File: src/rtl/pad_in_debounce.sv
// Pad input conditioner: synchronises an asynchronous pad level, commits a new level only after
// DEBOUNCE_CYCLES consecutive equal samples, emits edge strobes and counts rejected glitches.
module pad_in_debounce #(
   parameter int   SYNC_STAGES     = 2,
   parameter int   CNT_W           = 16,
   parameter int   DEBOUNCE_CYCLES = 1000,
   parameter logic RESET_LEVEL     = 1'b0
) (
   input  logic       clk,
   input  logic       rst_n,
   input  logic       pad_in,
   input  logic       glitch_clr,
   output logic       level_out,
   output logic       rise_pulse,
   output logic       fall_pulse,
   output logic [7:0] glitch_cnt
);

   // state      | meaning
   // STABLE_LO  | committed level 0, synchronised input also 0
   // CHK_HI     | committed level 0, counting consecutive 1 samples
   // STABLE_HI  | committed level 1, synchronised input also 1
   // CHK_LO     | committed level 1, counting consecutive 0 samples
   localparam logic [1:0] ST_STABLE_LO = 2'd0;
   localparam logic [1:0] ST_CHK_HI    = 2'd1;
   localparam logic [1:0] ST_STABLE_HI = 2'd2;
   localparam logic [1:0] ST_CHK_LO    = 2'd3;

   localparam logic [1:0]             ST_RESET = RESET_LEVEL ? ST_STABLE_HI : ST_STABLE_LO;
   localparam logic [CNT_W-1:0]       CNT_LAST = CNT_W'(DEBOUNCE_CYCLES - 1);
   localparam logic [CNT_W-1:0]       CNT_ONE  = CNT_W'(1);
   localparam logic [SYNC_STAGES-1:0] SYNC_RST = {SYNC_STAGES{RESET_LEVEL}};

   logic [SYNC_STAGES-1:0] sync_q;
   logic                   s;

   logic [1:0]       state_q, state_d;
   logic [CNT_W-1:0] cnt_q, cnt_d;
   logic             level_q, level_d;
   logic             rise_q, rise_d;
   logic             fall_q, fall_d;
   logic [7:0]       gcnt_q, gcnt_d;
   logic             glitch;

   always_ff @(posedge clk or negedge rst_n) begin
      if (!rst_n) begin
         sync_q <= SYNC_RST;
      end else begin
         sync_q <= {sync_q[SYNC_STAGES-2:0], pad_in};
      end
   end

   assign s = sync_q[SYNC_STAGES-1];

   always_comb begin
      state_d = state_q;
      cnt_d   = cnt_q;
      level_d = level_q;
      rise_d  = 1'b0;
      fall_d  = 1'b0;
      glitch  = 1'b0;
      case (state_q)
         ST_STABLE_LO: begin
            if (s) begin
               state_d = ST_CHK_HI;
               cnt_d   = CNT_ONE;
            end
         end
         ST_CHK_HI: begin
            if (!s) begin
               state_d = ST_STABLE_LO;
               cnt_d   = '0;
               glitch  = 1'b1;
            end else if (cnt_q == CNT_LAST) begin
               state_d = ST_STABLE_HI;
               cnt_d   = '0;
               level_d = 1'b1;
               rise_d  = 1'b1;
            end else begin
               cnt_d = cnt_q + CNT_ONE;
            end
         end
         ST_STABLE_HI: begin
            if (!s) begin
               state_d = ST_CHK_LO;
               cnt_d   = CNT_ONE;
            end
         end
         ST_CHK_LO: begin
            if (s) begin
               state_d = ST_STABLE_HI;
               cnt_d   = '0;
               glitch  = 1'b1;
            end else if (cnt_q == CNT_LAST) begin
               state_d = ST_STABLE_LO;
               cnt_d   = '0;
               level_d = 1'b0;
               fall_d  = 1'b1;
            end else begin
               cnt_d = cnt_q + CNT_ONE;
            end
         end
         default: begin
            state_d = ST_RESET;
            cnt_d   = '0;
         end
      endcase
   end

   // A clear in the same cycle as a rejected pulse takes priority.
   always_comb begin
      gcnt_d = gcnt_q;
      if (glitch_clr) begin
         gcnt_d = 8'd0;
      end else if (glitch && (gcnt_q != 8'hFF)) begin
         gcnt_d = gcnt_q + 8'd1;
      end
   end

   always_ff @(posedge clk or negedge rst_n) begin
      if (!rst_n) begin
         state_q <= ST_RESET;
         cnt_q   <= '0;
         level_q <= RESET_LEVEL;
         rise_q  <= 1'b0;
         fall_q  <= 1'b0;
         gcnt_q  <= 8'd0;
      end else begin
         state_q <= state_d;
         cnt_q   <= cnt_d;
         level_q <= level_d;
         rise_q  <= rise_d;
         fall_q  <= fall_d;
         gcnt_q  <= gcnt_d;
      end
   end

   assign level_out  = level_q;
   assign rise_pulse = rise_q;
   assign fall_pulse = fall_q;
   assign glitch_cnt = gcnt_q;

endmodule

File: config.mk
export PLATFORM = sky130hd
export DESIGN_NAME = pad_in_debounce
export DESIGN_NICKNAME = d
export VERILOG_FILES = /design/src/rtl/pad_in_debounce.sv
export SDC_FILE = /design/constraint.sdc
export NUM_CORES = 1
export LEC_CHECK = 0
export BUFFER_PORTS_ARGS = -buffer_cell sky130_fd_sc_hd__buf_2
export CORE_ASPECT_RATIO = 0.9
export CORE_MARGIN = 2
export CORE_UTILIZATION = 25
export CTS_CLUSTER_SIZE = 14
export DETAILED_ROUTE_END_ITERATION = 8
export PLACE_DENSITY = 0.45
export SYNTH_ARGS = -nofsm -noshare
export SYNTH_HDL_FRONTEND = slang
export SYNTH_SLANG_ARGS = --single-unit
File: constraint.sdc
create_clock -name clk -period 4.78 [get_ports clk]
set_input_delay 0.956 -clock clk [delete_from_list [all_inputs] [get_ports clk]]
set_output_delay 0.956 -clock clk [all_outputs]
set_load 0.02 [all_outputs]
==> results of run 1 <==
## metal layers
metal,vias up,global-route usage,wire (microns)
li1,627,-,-
met1,568,0.159,1850
met2,16,0.142,1360
met3,2,0.0310,107
met4,0,0.0409,36
met5,-,0,0
## report_power, final
| part | internal [mW] | switching (mW) |
|---|---|---|
| logic | 0.0111 | 0.0233 |
| registers | 0.268 | 0.00786 |
| clock network | 0.102 | 0.0952 |
| total | 0.382 | 0.126 |
## flip-flops by register name (all words and copies together), names as in the netlist, named ones only
signal      count
cnt_q          16
fall_pulse      1
glitch_cnt      8
level_out       1
rise_pulse      1
state_q         1
sync_q          2
## critical path: cells and delay by family (launching register included)
| kind | cells | cell delay [ns] |
|---|---|---|
| AO/OA/AOI/OAI | 2 | 0.34 |
| flip-flops | 1 | 0.46 |
| AND/OR/NAND/NOR | 3 | 1.52 |
## layout make-up
cell class              instances  share of cell area
repair buffers                 14              0.0390
well taps                      87              0.0606
flip-flops and latches         31               0.432
multi-input cells             122               0.407
inverters                       8              0.0167
clock buffers                   7              0.0425
clock inverters                 1             0.00279
## worst paths after layout
| path | depth (start not counted) | slack, ns | endpoint |
|---|---|---|---|
| max | 5 | 2.35 | cnt_q[5] |
| min | 0 | 0.37 | sync_q[1] |
| max reg2reg | 5 | 2.35 | cnt_q[5] |
| min reg2reg | 0 | 0.37 | sync_q[1] |
| max in group asynchronous | 1 | 3.60 | cnt_q[15] |
| min in group asynchronous | 1 | 0.73 | glitch_cnt[1] |
## through the flow
step                      area, sq um  setup WS, ns
after floorplan                  1590          2.83
after global placement           1720          2.40
after detailed placement         1720          2.35
after CTS                        1800          2.34
after global routing             1800          2.15
final                            1800          2.35
## synthesized netlist by cell type
cell	n
nor4_4	1
o31ai_1	1
mux2_2	1
o21ai_0	13
o211ai_1	1
buf_6	4
xnor2_1	5
o21a_1	1
nor2_1	15
nand2_2	1
buf_1	1
nor2b_1	1
a21o_1	2
nor3b_1	2
nor4_1	3
nand3_1	12
nor2_4	1
a22o_1	1
buf_2	1
a211oi_1	1
ha_1	2
or2_1	1
dfrtp_1	31
or3_1	3
a41oi_1	1
xor2_1	1
xor2_2	1
or4_1	2
mux2i_1	2
nand4_1	4
a21oi_1	11
nand2_1	14
and3_1	3
or4_4	1
a31oi_1	6
inv_1	8
o21bai_1	1
nor3_1	7
## cells by family (layout without fill, tap and decap cells)
kind of cell	Yosys count	after routing	share of synthesized area
AND/OR/NAND/NOR	71	71	0.238
AO/OA/AOI/OAI	39	39	0.143
flip-flops	31	31	0.488
buffers and inverters	14	30	0.0527
XOR/XNOR	7	7	0.0433
multiplexers	3	3	0.0197
adder cells (fa/ha/maj)	2	2	0.0157
==> impl_metrics.env, run 1 <==
export IMPL_cts_sink_count=31
export IMPL_hp_class="reg2reg"
export IMPL_max_slew_margin_rel=0.390
export IMPL_power_density_mw_per_mm2=283
export IMPL_final_cell_mix="dfrtp_1 (31), nor2_1 (15), nand2_1 (14), buf_2 (14), o21ai_0 (13)"
export IMPL_ios=15
export IMPL_synth_nets=173
export IMPL_dieWidth_microns=88.1
export IMPL_die_area_sq_mm=0.00702
export IMPL_finClkSkew_ns=0.00586
export IMPL_rows=27
export IMPL_synth_area_leader_cell="dfrtp_1"
export IMPL_synth_cells=167
export IMPL_timing_rr_start="cnt_q[10]"
export IMPL_critPathRequiredTime_ns=4.95
export IMPL_dpl_hpwl_microns=2310
export IMPL_report_power_total_uw=508
export IMPL_status="completed"
export IMPL_root_buffer="clkbuf_8"
export IMPL_hold_viol=0
export IMPL_post_cts_buffers=0
export IMPL_die_h_microns=79.7
export IMPL_cts_clk_slew_worst_paths_ns=0.06
export IMPL_critPathKind="reg2reg"
export IMPL_drv_cap=0
export IMPL_diodes=0
export IMPL_grt_max_degree=32
export IMPL_coreArea_sq_mm=0.00615
export IMPL_worstHoldStart="sync_q[0]"
export IMPL_drt_iter0_drc=66
export IMPL_end_kind="register"
export IMPL_synthTopCellsByArea="dfrtp_1 (49%), o21ai_0 (4.1%), nand3_1 (3.8%)"
export IMPL_drtAntennaViolNets=0
export IMPL_drv_slew=0
export IMPL_cts_made_buffers=5
export IMPL_ys_warn_count=0
export IMPL_htree_levels=2
export IMPL_crit_start="cnt_q[10]"
export IMPL_seqCellArea_sq_um=776
export IMPL_cts_tree="done"
export IMPL_io_buffers=14
export IMPL_ys_seq_elements=31
export IMPL_vias=1213
export IMPL_netlist_area_sq_mm=0.00159
export IMPL_dp_cells=262
export IMPL_path_cells="or4_4 -> nor4_4 -> or2_1 -> o21ai_0 -> a21o_1"
export IMPL_nets=188
export IMPL_slowest_stage="nor4_4"
export IMPL_path_max_fanout=11
export IMPL_min_period_over_period=0.509
export IMPL_peakVddDrop_uv=87.2
export IMPL_synth_cell_types=38
export IMPL_clock_path_buffers=2
export IMPL_postSynthAreaPerCell_sq_um=9.52
export IMPL_drc_errors=0
export IMPL_wire_per_inst_microns=12.4
export IMPL_synth_seq_area_share=0.488
export IMPL_timing_setup_tns_ns=0
export IMPL_utilization=0.292
export IMPL_wl_microns=3350
export IMPL_fill_cells=667
export IMPL_ctsHoldBuffers=0
export IMPL_place_congestion=0.737
export IMPL_first_pass_iters=4
export IMPL_via_per_inst=4.49
export IMPL_startpoint_type="register"
export IMPL_antenna_found_initial=0
export IMPL_rsz0062_at_grt="no"
export IMPL_tightest_slew_ns=0.906
export IMPL_setup_viol=0
export IMPL_max_stage_delay_ns=0.59
export IMPL_synth_top_area_frac=0.488
export IMPL_grt_total_usage=0.107
export IMPL_fmax_ghz=0.411
export IMPL_grt_pass1_wl_microns=5800
export IMPL_multi_input_area_sq_um=731
export IMPL_arrival_ns=2.61
export IMPL_overflow=0
export IMPL_area_growth_pct=13.0
export IMPL_p_leak_nw=0.764
export IMPL_finalCriticalPeriod_ns=2.43
export IMPL_cts_resized=0
export IMPL_drive_gt1_frac=0.142
export IMPL_clk_latency_ns=0.28
export IMPL_hold_slack_ns=0.366
export IMPL_grt_pass1_vias=1156
export IMPL_stdcell_count=270
export IMPL_initial_core_util=0.259
export IMPL_final_common_cell="dfrtp_1"
(Power assumes the default switching activity.)
==> inputs of run 2 (changes only) <==
- clock period: 4.78 -> 2.3 ns (I/O delays scaled with it)
==> run 2 against run 1 <==
Compared with the run above: via count up 4.5%; worst hold slack got worse by 0.15 ns; sequential cell count is the same; critical endpoint unchanged; highest routed layer unchanged.
==> impl_metrics.env, run 2 (synthesis gave the netlist of run 1 again) <==
export IMPL_p_leak_nw=0.809
export IMPL_seqPwrFrac=0.474
export IMPL_arrival_ns=2.22
export IMPL_place_congestion=0.707
export IMPL_rsz0062_at_grt="no"
export IMPL_drv_cap=0
export IMPL_dieWidth_microns=88.1
export IMPL_p_sw_frac=0.231
export IMPL_final_area_sq_mm=0.00187
export IMPL_power_density_mw_per_mm2=648
export IMPL_max_slew_margin_rel=0.531
export IMPL_grt_max_degree=32
export IMPL_startpoint_type="register"
export IMPL_grt_total_usage=0.112
export IMPL_ios=15
export IMPL_die_h_microns=79.7
export IMPL_drive_gt1_frac=0.176
export IMPL_cts_made_buffers=5
export IMPL_hp_class="in2async"
export IMPL_peakVddDrop_uv=193
export IMPL_antenna_found_initial=0
export IMPL_via_per_inst=4.61
export IMPL_ctsHoldBuffers=0
export IMPL_largest_reg_flops=16
export IMPL_timing_rr_start="cnt_q[10]"
export IMPL_status="completed"
export IMPL_place_ws_ns=0.263
export IMPL_clk_latency_ns=0.28
export IMPL_timing_final_ws_setup_ns=0.261
export IMPL_critPathRequiredTime_ns=2.48
export IMPL_cts_sink_count=31
export IMPL_min_period_over_period=0.887
export IMPL_clock_path_buffers=2
export IMPL_coreArea_sq_mm=0.00615
export IMPL_rows=27
export IMPL_fmax_ghz=0.490
export IMPL_grt_pass1_wl_microns=6040
export IMPL_path_max_fanout=9
export IMPL_overflow=0
export IMPL_final_common_cell="dfrtp_1"
export IMPL_drt_iter0_drc=70
export IMPL_power_internal_uw=932
export IMPL_seqCellArea_sq_um=776
export IMPL_initial_core_util=0.259
export IMPL_final_cell_mix="dfrtp_1 (31), nor2_1 (15), nand2_1 (14), buf_2 (14), o21ai_0 (13)"
export IMPL_wire_per_inst_microns=12.5
export IMPL_post_dp_cell_area_sq_mm=0.00175
export IMPL_cts_clk_slew_worst_paths_ns=0.07
export IMPL_die_area_sq_mm=0.00702
export IMPL_top_register="cnt_q"
export IMPL_crit_start="cnt_q[10]"
export IMPL_finClkSkew_ns=0.00200
export IMPL_fill_cells=672
export IMPL_critPathKind="reg2reg"
export IMPL_drc_errors=0
export IMPL_cts_resized=0
export IMPL_clockPowerShare=0.467
export IMPL_hold_viol=0
export IMPL_setup_viol=0
export IMPL_timing_setup_tns_ns=0
export IMPL_nets=193
export IMPL_first_pass_iters=4
export IMPL_reg2reg_setup_slack_ns=0.26
export IMPL_diodes=0
export IMPL_drv_slew=0
export IMPL_vias=1267
export IMPL_io_buffers=14
export IMPL_finalCriticalPeriod_ns=2.04
export IMPL_combPwrFrac=0.060
export IMPL_wl_microns=3440
export IMPL_p_sw_uw=280
export IMPL_root_buffer="clkbuf_8"
export IMPL_tightest_slew_ns=0.703
export IMPL_dpl_hpwl_microns=2380
export IMPL_end_kind="register"
export IMPL_multi_input_area_sq_um=731
export IMPL_post_cts_buffers=0
export IMPL_cts_tree="done"
export IMPL_grt_pass1_vias=1235
export IMPL_drtAntennaViolNets=0
export IMPL_area_growth_pct=17.6
export IMPL_htree_levels=2
[run 2: cell types whose count changed in the layout (fill, tap and decap cells not counted), sizes merged]
cell	delta
buf	+5
bufinv	+1
clkbuf	-1
[run 2: per-stage QoR]
step / hold slack (ns) / total power, mW / cells / utilization
final: 0.217 / 1.21 / 275 / 0.304
after global routing: 0.267 / 1.27 / 275 / 0.304
after CTS: 0.253 / 1.23 / 275 / 0.304
after detailed placement: 0.335 / 0.659 / 267 / 0.285
after global placement: 0.335 / 0.658 / 267 / 0.285
after floorplan: 0.164 / 0.630 / 167 / -
[run 2: final cells by class]
class	count	share of cell area
clock inverter	2	0.0187
tap	87	0.0582
sequential	31	0.415
multi-input combinational	122	0.391
inverter	8	0.0161
clock buffer	6	0.0441
timing repair buffer	19	0.0575
[run 2: power by group through the flow]
| stage | logic, mW | clock network [mW] | registers, mW |
|---|---|---|---|
| floorplan | 0.0490 | 0 | 0.581 |
| global route | 0.0840 | 0.605 | 0.577 |
| CTS | 0.0741 | 0.581 | 0.574 |
| finish | 0.0722 | 0.565 | 0.574 |
| global placement | 0.0737 | 0 | 0.584 |
| detailed placement | 0.0743 | 0 | 0.585 |
[run 2: layer usage]
layer	GRT usage	wire, microns
met4	0.0500	56
met5	0	0
met2	0.158	1390
met1	0.159	1900
met3	0.0279	91
[run 2: worst paths after layout]
kind,to,cells past startpoint
setup / recovery,cnt_q[5],5
hold / removal,glitch_cnt[7],1
setup reg to reg,cnt_q[5],5
hold reg to reg,sync_q[1],0
max in group asynchronous,rise_pulse,1
min in group clk,sync_q[0],1
[run 2: worst max-delay path, stage by stage, from the launching register on]
cell and delay [ns]:
dfrtp_1 0.46, or4_4 0.56, nor4_4 0.27, or2_1 0.32
o21ai_0 0.14, a21o_1 0.19
